[src/rtl/canal_ctrl.sv]
// canal_ctrl - configuration and sequencing controller for one audio channel
// (lowpass -> downsample -> requantize -> interpolate, each with a bypass mux).
//
// Generates the sample strobe, synchronizes and debounces the user switch
// settings, and applies a new configuration only on a decimation-frame
// boundary. The channel is muted before the change and for MUTE_SAMPLES
// strobes after it.
//
// Parameters:
//   CLK_DIV        master clocks per sample period (>= 2)
//   STABLE_SAMPLES strobes a new request must hold before it is accepted
//   MUTE_SAMPLES   strobes the mute stays asserted after a change is applied
//
// Ports:
//   clock        master clock
//   reset        asynchronous, active-low reset
//   switches     [0] filter en, [1] downsample en, [2] requant en,
//                [3] interp en, [7:4] requested Nfreq
//   nquant_req   requested quantization bits
//   data_en      one-cycle sample strobe, period CLK_DIV
//   frame_start  data_en qualified with decimation phase 0
//   sel_*        mux selects (1 = processed path, 0 = bypass)
//   Nfreq/Nquant/K  active downsample, quantization and interpolation factors
//   mute         forces the channel output to zero
//   busy         high whenever the controller is not idle in RUN
//
// Optional build macro CANAL_CTRL_STATUS_EN adds:
//   cfg_count    saturating count of applied configurations
//   clamp_flag   sticky flag: an applied configuration had a clamped factor
module canal_ctrl #(
    parameter int CLK_DIV        = 2083,
    parameter int STABLE_SAMPLES = 4,
    parameter int MUTE_SAMPLES   = 16
) (
    input  logic       clock,
    input  logic       reset,
    input  logic [7:0] switches,
    input  logic [4:0] nquant_req,
    output logic       data_en,
    output logic       frame_start,
    output logic       sel_filter,
    output logic       sel_down,
    output logic       sel_requant,
    output logic       sel_interp,
    output logic [3:0] Nfreq,
    output logic [4:0] Nquant,
    output logic [3:0] K,
    output logic       mute,
    output logic       busy
`ifdef CANAL_CTRL_STATUS_EN
    ,
    output logic [7:0] cfg_count,
    output logic       clamp_flag
`endif
);

    localparam int DIV_W  = $clog2(CLK_DIV);
    localparam int STAB_W = $clog2(STABLE_SAMPLES + 1);
    localparam int MUTE_W = $clog2(MUTE_SAMPLES + 1);

    localparam logic [DIV_W-1:0]  DIV_LAST  = DIV_W'(CLK_DIV - 1);
    localparam logic [STAB_W-1:0] STAB_LAST = STAB_W'(STABLE_SAMPLES - 1);
    localparam logic [MUTE_W-1:0] MUTE_LAST = MUTE_W'(MUTE_SAMPLES - 1);

    typedef struct packed {
        logic [3:0] sels;    // {filter, down, requant, interp}
        logic [3:0] nfreq;
        logic [4:0] nquant;
        logic [3:0] k;
    } cfg_t;

    localparam cfg_t RESET_CFG = '{sels: 4'h0, nfreq: 4'd1, nquant: 5'd18, k: 4'd1};

    typedef enum logic [2:0] {
        RUN,
        DEBOUNCE,
        WAIT_BOUNDARY,
        APPLY,
        MUTE
    } state_t;

    state_t            state;
    cfg_t              act;
    cfg_t              cand;
    cfg_t              req;
    logic [7:0]        sw_s1, sw_s2;
    logic [4:0]        nq_s1, nq_s2;
    logic [DIV_W-1:0]  div_cnt, div_nxt;
    logic [3:0]        phase, phase_nxt;
    logic [STAB_W-1:0] stab_cnt;
    logic [MUTE_W-1:0] mute_cnt;
    logic              nf_zero, nq_low, nq_high;
    logic              cand_load;

    // Synchronizers reset to values that normalize to the reset configuration,
    // so leaving reset does not look like a change request by itself.
    always_ff @(posedge clock or negedge reset) begin
        if (!reset) begin
            sw_s1 <= '0;
            sw_s2 <= '0;
            nq_s1 <= 5'd18;
            nq_s2 <= 5'd18;
        end else begin
            sw_s1 <= switches;
            sw_s2 <= sw_s1;
            nq_s1 <= nquant_req;
            nq_s2 <= nq_s1;
        end
    end

    // Request normalization
    always_comb begin
        nf_zero    = (sw_s2[7:4] == 4'd0);
        nq_low     = (nq_s2 == 5'd0);
        nq_high    = (nq_s2 > 5'd18);
        req        = RESET_CFG;
        req.sels   = {sw_s2[0], sw_s2[1], sw_s2[2], sw_s2[3]};
        req.nfreq  = !sw_s2[1] ? 4'd1 : (nf_zero ? 4'd1 : sw_s2[7:4]);
        req.nquant = nq_low ? 5'd1 : (nq_high ? 5'd18 : nq_s2);
        req.k      = sw_s2[3] ? req.nfreq : 4'd1;
    end

    // Candidate is (re)loaded when a new request appears in RUN, or when the
    // request moves to a third value during debounce.
    always_comb begin
        cand_load = 1'b0;
        if (state == RUN)
            cand_load = (req != act);
        else if (state == DEBOUNCE)
            cand_load = data_en && (req != cand) && (req != act);
    end

    // Strobe and decimation phase; outputs are computed one cycle ahead so
    // that data_en and frame_start come straight from flops.
    always_comb begin
        div_nxt = (div_cnt == DIV_LAST) ? '0 : div_cnt + 1'b1;
        if (state == APPLY)
            phase_nxt = '0;
        else if (data_en)
            phase_nxt = (phase >= act.nfreq - 4'd1) ? '0 : phase + 4'd1;
        else
            phase_nxt = phase;
    end

    always_ff @(posedge clock or negedge reset) begin
        if (!reset) begin
            div_cnt     <= '0;
            data_en     <= 1'b0;
            phase       <= '0;
            frame_start <= 1'b0;
        end else begin
            div_cnt     <= div_nxt;
            data_en     <= (div_nxt == DIV_LAST);
            phase       <= phase_nxt;
            frame_start <= (div_nxt == DIV_LAST) && (phase_nxt == 4'd0);
        end
    end

    // Sequencing FSM
    always_ff @(posedge clock or negedge reset) begin
        if (!reset) begin
            state    <= RUN;
            act      <= RESET_CFG;
            cand     <= RESET_CFG;
            stab_cnt <= '0;
            mute_cnt <= '0;
            mute     <= 1'b0;
            busy     <= 1'b0;
        end else begin
            if (cand_load) begin
                cand     <= req;
                stab_cnt <= '0;
            end
            case (state)
                RUN: begin
                    if (cand_load) begin
                        state <= DEBOUNCE;
                        busy  <= 1'b1;
                    end
                end
                DEBOUNCE: begin
                    if (data_en) begin
                        if (req == cand) begin
                            stab_cnt <= stab_cnt + 1'b1;
                            if (stab_cnt == STAB_LAST) begin
                                state <= WAIT_BOUNDARY;
                                mute  <= 1'b1;
                            end
                        end else if (req == act) begin
                            state <= RUN;
                            busy  <= 1'b0;
                        end
                    end
                end
                WAIT_BOUNDARY: begin
                    if (frame_start)
                        state <= APPLY;
                end
                APPLY: begin
                    act      <= cand;
                    mute_cnt <= '0;
                    state    <= MUTE;
                end
                MUTE: begin
                    if (data_en) begin
                        mute_cnt <= mute_cnt + 1'b1;
                        if (mute_cnt == MUTE_LAST) begin
                            state <= RUN;
                            mute  <= 1'b0;
                            busy  <= 1'b0;
                        end
                    end
                end
                default: begin
                    state <= RUN;
                    mute  <= 1'b0;
                    busy  <= 1'b0;
                end
            endcase
        end
    end

    assign {sel_filter, sel_down, sel_requant, sel_interp} = act.sels;
    assign Nfreq  = act.nfreq;
    assign Nquant = act.nquant;
    assign K      = act.k;

`ifdef CANAL_CTRL_STATUS_EN
    logic cand_clamp;

    // Clamp status rides along with the candidate so the flag reflects what
    // was actually applied, not what the switches show at APPLY time.
    always_ff @(posedge clock or negedge reset) begin
        if (!reset) begin
            cand_clamp <= 1'b0;
            cfg_count  <= '0;
            clamp_flag <= 1'b0;
        end else begin
            if (cand_load)
                cand_clamp <= (sw_s2[1] && nf_zero) || nq_low || nq_high;
            if (state == APPLY) begin
                if (cfg_count != 8'hFF)
                    cfg_count <= cfg_count + 8'd1;
                if (cand_clamp)
                    clamp_flag <= 1'b1;
            end
        end
    end
`endif

endmodule

[config.mk]
export PLATFORM = sky130hd
export DESIGN_NAME = canal_ctrl
export DESIGN_NICKNAME = d
export VERILOG_FILES = /design/src/rtl/canal_ctrl.sv
export SDC_FILE = /design/constraint.sdc
export NUM_CORES = 1
export LEC_CHECK = 0
export BUFFER_PORTS_ARGS = -buffer_cell sky130_fd_sc_hd__buf_2
export CORE_MARGIN = 5
export CORE_UTILIZATION = 65
export CTS_BUF_LIST = sky130_fd_sc_hd__clkbuf_4
export DETAILED_ROUTE_END_ITERATION = 10
export GPL_TIMING_DRIVEN = 0
export PLACE_DENSITY_LB_ADDON = 0.05
export SYNTH_ARGS = -nofsm -noshare
export SYNTH_HDL_FRONTEND = slang
export SYNTH_SLANG_ARGS = --single-unit
[constraint.sdc]
create_clock -name clock -period 6.8 [get_ports clock]
set_input_delay 0.34 -clock clock [delete_from_list [all_inputs] [get_ports clock]]
set_output_delay 0.34 -clock clock [all_outputs]
set_load 0.02 [all_outputs]
# Yosys cells after proc, flatten, opt, wreduce, memory -nomap -nowiden
# Index checks and enable logic that the tools add are counted.
# Widths: inputs -> output; s select.
[classes]
n_addsub = 5
multipliers = 0
div = 0
n_lt_le_gt_ge = 2
eq_ne = 23
shifts = 0
n_mux = 37
bitwise_logic = 2
reduce_logical = 14
[op_table]
columns = ["op", "n"]
rows = [
  ["$mux 3", 12],
  ["$eq 17x17->1", 2],
  ["$ne 17x17->1", 2],
  ["$eq 12x12->1 const B", 2],
  ["$mux 4", 6],
  ["$mux 5", 3],
  ["$pmux 3 s5", 1],
  ["$reduce_and 7->1", 2],
  ["$add 12x1->12 const B", 1],
  ["$mux 12", 1],
  ["$ne 2x2->1 const B", 6],
  ["$mux 1", 11],
  ["$pmux 5 s2", 1],
  ["$eq 3x2->1 const B", 3],
  ["$logic_not 4->1", 2],
  ["$ne 2x1->1 const B", 3],
  ["$reduce_and 6->1", 1],
  ["$add 5x1->5 const B", 1],
  ["$eq 5x4->1 const B", 1],
  ["$gt 5x5->1 const B", 1],
  ["$logic_not 5->1", 1],
  ["$add 4x1->4 const B", 1],
  ["$ge 4x4->1", 1],
  ["$pmux 1 s4", 1],
  ["other kinds (14)", 17],
]
[totals]
regBits = 91
latchBits = 0
ram_bits = 0
rom_bits = 0
n_memories = 0

# Longest topological paths before layout
[depth]
ltp_word = 13
depth_mapped = 9

# Worst setup path after synthesis
# OpenSTA, ideal clock, no wires.
[synth_path]
path_kind = "register to register"
from = "register nq_s2[4]"
to = "register cand[13] (netlist bit)"
t_arrival_ns = 2.303
required_time_ns = 6.675
path_slack_ns = 4.372
stages_incl_launch_ff = 9
n_path_buf = 2
synth_period_minus_slack_ns = 2.428
path_cell_list = "dfstp_2 -> buf_2 -> inv_1 -> maj3_2 -> xor2_1 -> or4_4 -> o211a_2 -> buf_6 -> mux2_4"
[synth_via]
elab_chain_cells = 8
[synth_rtl]
columns = ["element", "line_no", "text"]
rows = [
  ["from (decl)", "87", "logic [4:0] nq_s1, nq_s2;"],
  ["from (signal assigned)", "107", "nq_s2 <= nq_s1;"],
  ["$gt 5x5->1", "115", "nq_high = (nq_s2 > 5'd18);"],
  ["$mux 5", "119", "req.nquant = nq_low ? 5'd1 : (nq_high ? 5'd18 : nq_s2);"],
  ["$mux 5 *", "119", ""],
  ["$ne 17x17->1", "130", "cand_load = data_en && (req != cand) && (req != act);"],
  ["$logic_and 1x1->1 (2 in a row)", "130", ""],
  ["$mux 1", "129", "else if (state == DEBOUNCE)"],
  ["$mux 1 *", "127", "if (state == RUN)"],
  ["to (signal assigned)", "171", "cand <= req;"],
  ["to (decl)", "84", "cfg_t cand;"],
]
# Every way passes the cells marked *; elsewhere a longest branch is shown, timed or not.
# A chain may end at the register's enable or synchronous reset.

# Worst setup path in the final report
[layout_path]
from = "register nq_s2[4]"
to = "register cand[2] (netlist bit)"
# The elaborated chain is that of the path after synthesis.

==> metrics.txt <==
status=complete, no violations; Syn. warnings=0; CP required=7.14 ns; GPL Wtd Cong=0.841; fin nets=486; RSZ-0062 raised after global routing=no; Starting Density=65.7%; Max Fclk=360 MHz; max-slew violation count=0; Global Route Usage Sum=23.2%; drt first-iter violations=248; Vias/cell=5.82; 1st-pass router iterations=4; setup ws final=4.02 ns; crit end category=register; Cell Area, Placed=0.00472 mm^2; Synth Area in Compound Gates=10.2%; initial antenna violation count=0; post-route ant nets=0; CTS max path bufs=2; Total Wirelength=9010 um; first-pass GRT wire length=15700 um; final total power=0.933 mW; Slew headroom=42.6%; site row count=30; worst vdd ir=172 uV; Area contributors post-synth=dfrtp_1 (45%), dfstp_2 (7.1%), xnor2_1 (4.2%); Syn Area/Cell=11.1 um^2; hold worst-path end=nq_s2[3]; top cell family by delay on the critical path=compound AO/OA/AOI/OAI gates; sequential-to-total area share from yosys stat=51.9%; Post-synth EDFFs=0; Synth Area in Simple Gates=15.0%; fin cells=544; crit share post-route=40.9%; CTS sink cnt=91; placed insts=514; global route overflow=0; Async S/R FF share, synth=100%; top-area cell type share of the netlist area=44.8%; hold depth=0; post-route DRC violation count=0; post_cts resized=0; Slowest-stage cell, CP=dfstp_2; CTS tree=yes; HPWL after DPL=6280 um; mux share of post-synthesis cell area=7.91%; Syn Nets=425; Max-Cap Viols=0; Min Clock Period, post-route=2.78 ns; CP Class=reg -> reg; Bufs and invs on worst path=3; cells after synthesis=398; Setup Skew=0.0147 ns; Vias=3165; startpoint types=register; Worst-Margin Slew=0.852 ns; H-tree levels=3; Routed WL per cell=16.6 um; Final Instance Area=0.00502 mm^2; share of cells above drive strength 1=23.3%; Critical R2R Launch=nq_s2[4]; area delta synth->final=13.7%; Leak Pwr=2.31 nW; Setup Buffers After CTS=0; hold path start=nq_s1[3]; FF-to-FF End=cand[2]; PD cells=186 mW/mm^2; vias in the first global route=3241; Crit Path Max Fanout=10; Root Buffer=clkbuf_4; n_diodes=0; XOR/XNOR Fraction of Synth Area=7.14%; post-synthesis cell type count=60; Primary FF master, synth=dfrtp_1; cell area after synthesis=0.00441 mm^2; die span in x=92.4 um; Final Hold Viols=0; FF-to-FF path depth=9; Sum Neg Setup Slack=0 ns; TritonCTS buffer count=9; adder-cell share of the synthesized area=3.66%; reg-to-reg setup timing slack=4.02 ns; final setup vio count=0; slowest stage delay, CP=0.54 ns; die height=92.4 um; combinational family with the most area after synthesis=simple AND/OR/NAND/NOR gates; ordered list of cells on the worst path=buf_2 -> inv_1 -> maj3_2 -> xnor2_1 -> o2111ai_1 -> o21a_1 -> o211a_2 -> buf_6 -> mux2_4; largest net degree at the start of global routing=58; post-synth top area cell=dfrtp_1; Commonest cells post-synth=dfrtp_1 (79), nor2_1 (30), nand2_1 (29), inv_1 (24), xnor2_1 (21); die area=0.00854 mm^2; Worst-path clk slew=0.16 ns; clk_lat worst skew=0.44 ns; I/O pin cnt=36; IO buf count=35; CP arrival=3.12 ns; Setup WS pre-CTS=4.12 ns; Core Region=0.00672 mm^2; Worst Hold Class=reg -> reg; Yosys reg bits=91; count leader, synth=dfrtp_1
-- worst max path at each step --
stage | startpoint | endpoint | cells past startpoint
floorplan | nq_s2[4] | cand[13] | 8
global placement | nq_s2[4] | cand[6] | 9
detailed placement | nq_s2[4] | cand[14] | 9
CTS | nq_s2[4] | cand[1] | 9
global route | nq_s2[4] | cand[2] | 9
finish | nq_s2[4] | cand[2] | 9
-- registers in the layout (all words and copies together) (netlist names), 3 cells and up --
register,flops
div_cnt,12
Nfreq,4
sw_s1,8
phase,4
state,3
Nquant,5
nq_s2,5
mute_cnt,5
K,4
sw_s2,8
stab_cnt,3
cand,17
nq_s1,5
-- cells in the final DEF, fill, tap and decap left out, drive strengths merged, types with 5 or more instances in the layout --
cell,count
ha,12
dlygate4sd3,14
buf,46
nor3,9
nand2b,9
o21ai,19
mux2,20
nand2,29
mux2i,9
inv,29
xnor2,21
xor2,15
nand4,5
nand3,14
clkbuf,16
dfrtp,79
a21oi,10
dfstp,12
nor4,10
nor2,30
-- timing repair --
| item | in CTS | in global routing |
|---|---|---|
| hold buffers | 14 | 0 |
| endpoints found under the hold margin | 45 | 0 |
| setup endpoints to repair | 0 | 0 |
-- metrics by stage --
stage	hold slack [ns]	util, %
6_report	0.368	74.7
5_1_grt	0.374	74.7
4_1_cts	0.368	74.7
3_3_place_gp	0.332	69.8
3_5_place_dp	0.325	70.2
2_1_floorplan	0.0444	-
-- per-layer routing --
layer | part of all wire, % | GRT usage, % | routed length (um) | vias to the layer above
li1 | - | - | - | 1524
met1 | 45 | 32.8 | 4090 | 1562
met2 | 49 | 36.4 | 4410 | 68
met3 | 4.3 | 4.47 | 390 | 11
met4 | 1.2 | 7.18 | 109 | 0
met5 | 0 | 0 | 0 | -
-- where the power goes --
group | total, mW | internal (mW) | leakage [nW] | switching [mW]
clock network | 0.330 | 0.123 | 0.0869 | 0.206
registers | 0.554 | 0.550 | 1.15 | 0.00370
logic | 0.0496 | 0.0214 | 1.08 | 0.0282
total | 0.933 | 0.695 | 2.31 | 0.238
-- layout make-up --
| cell class | count | area [um^2] |
|---|---|---|
| Sequential cell | 91 | 2290 |
| Multi-Input combinational cell | 266 | 1940 |
| Fill cell | 480 | 1700 |
| Timing Repair Buffer | 50 | 345 |
| Tap cell | 80 | 100 |
| Buffer | 17 | 92.6 |
| Clock inverter | 7 | 90.1 |
| Inverter | 24 | 90.1 |
| Clock buffer | 9 | 67.6 |
-- kinds of logic after synthesis --
family	after synthesis
AOI/OAI and AO/OA	66
muxes	29
adders and majority gates	13
xor gates and xnor gates	36
buffers and inverters	41
DFF	91
and+or+nand+nor	122
Power figures use the tool's default switching activity.
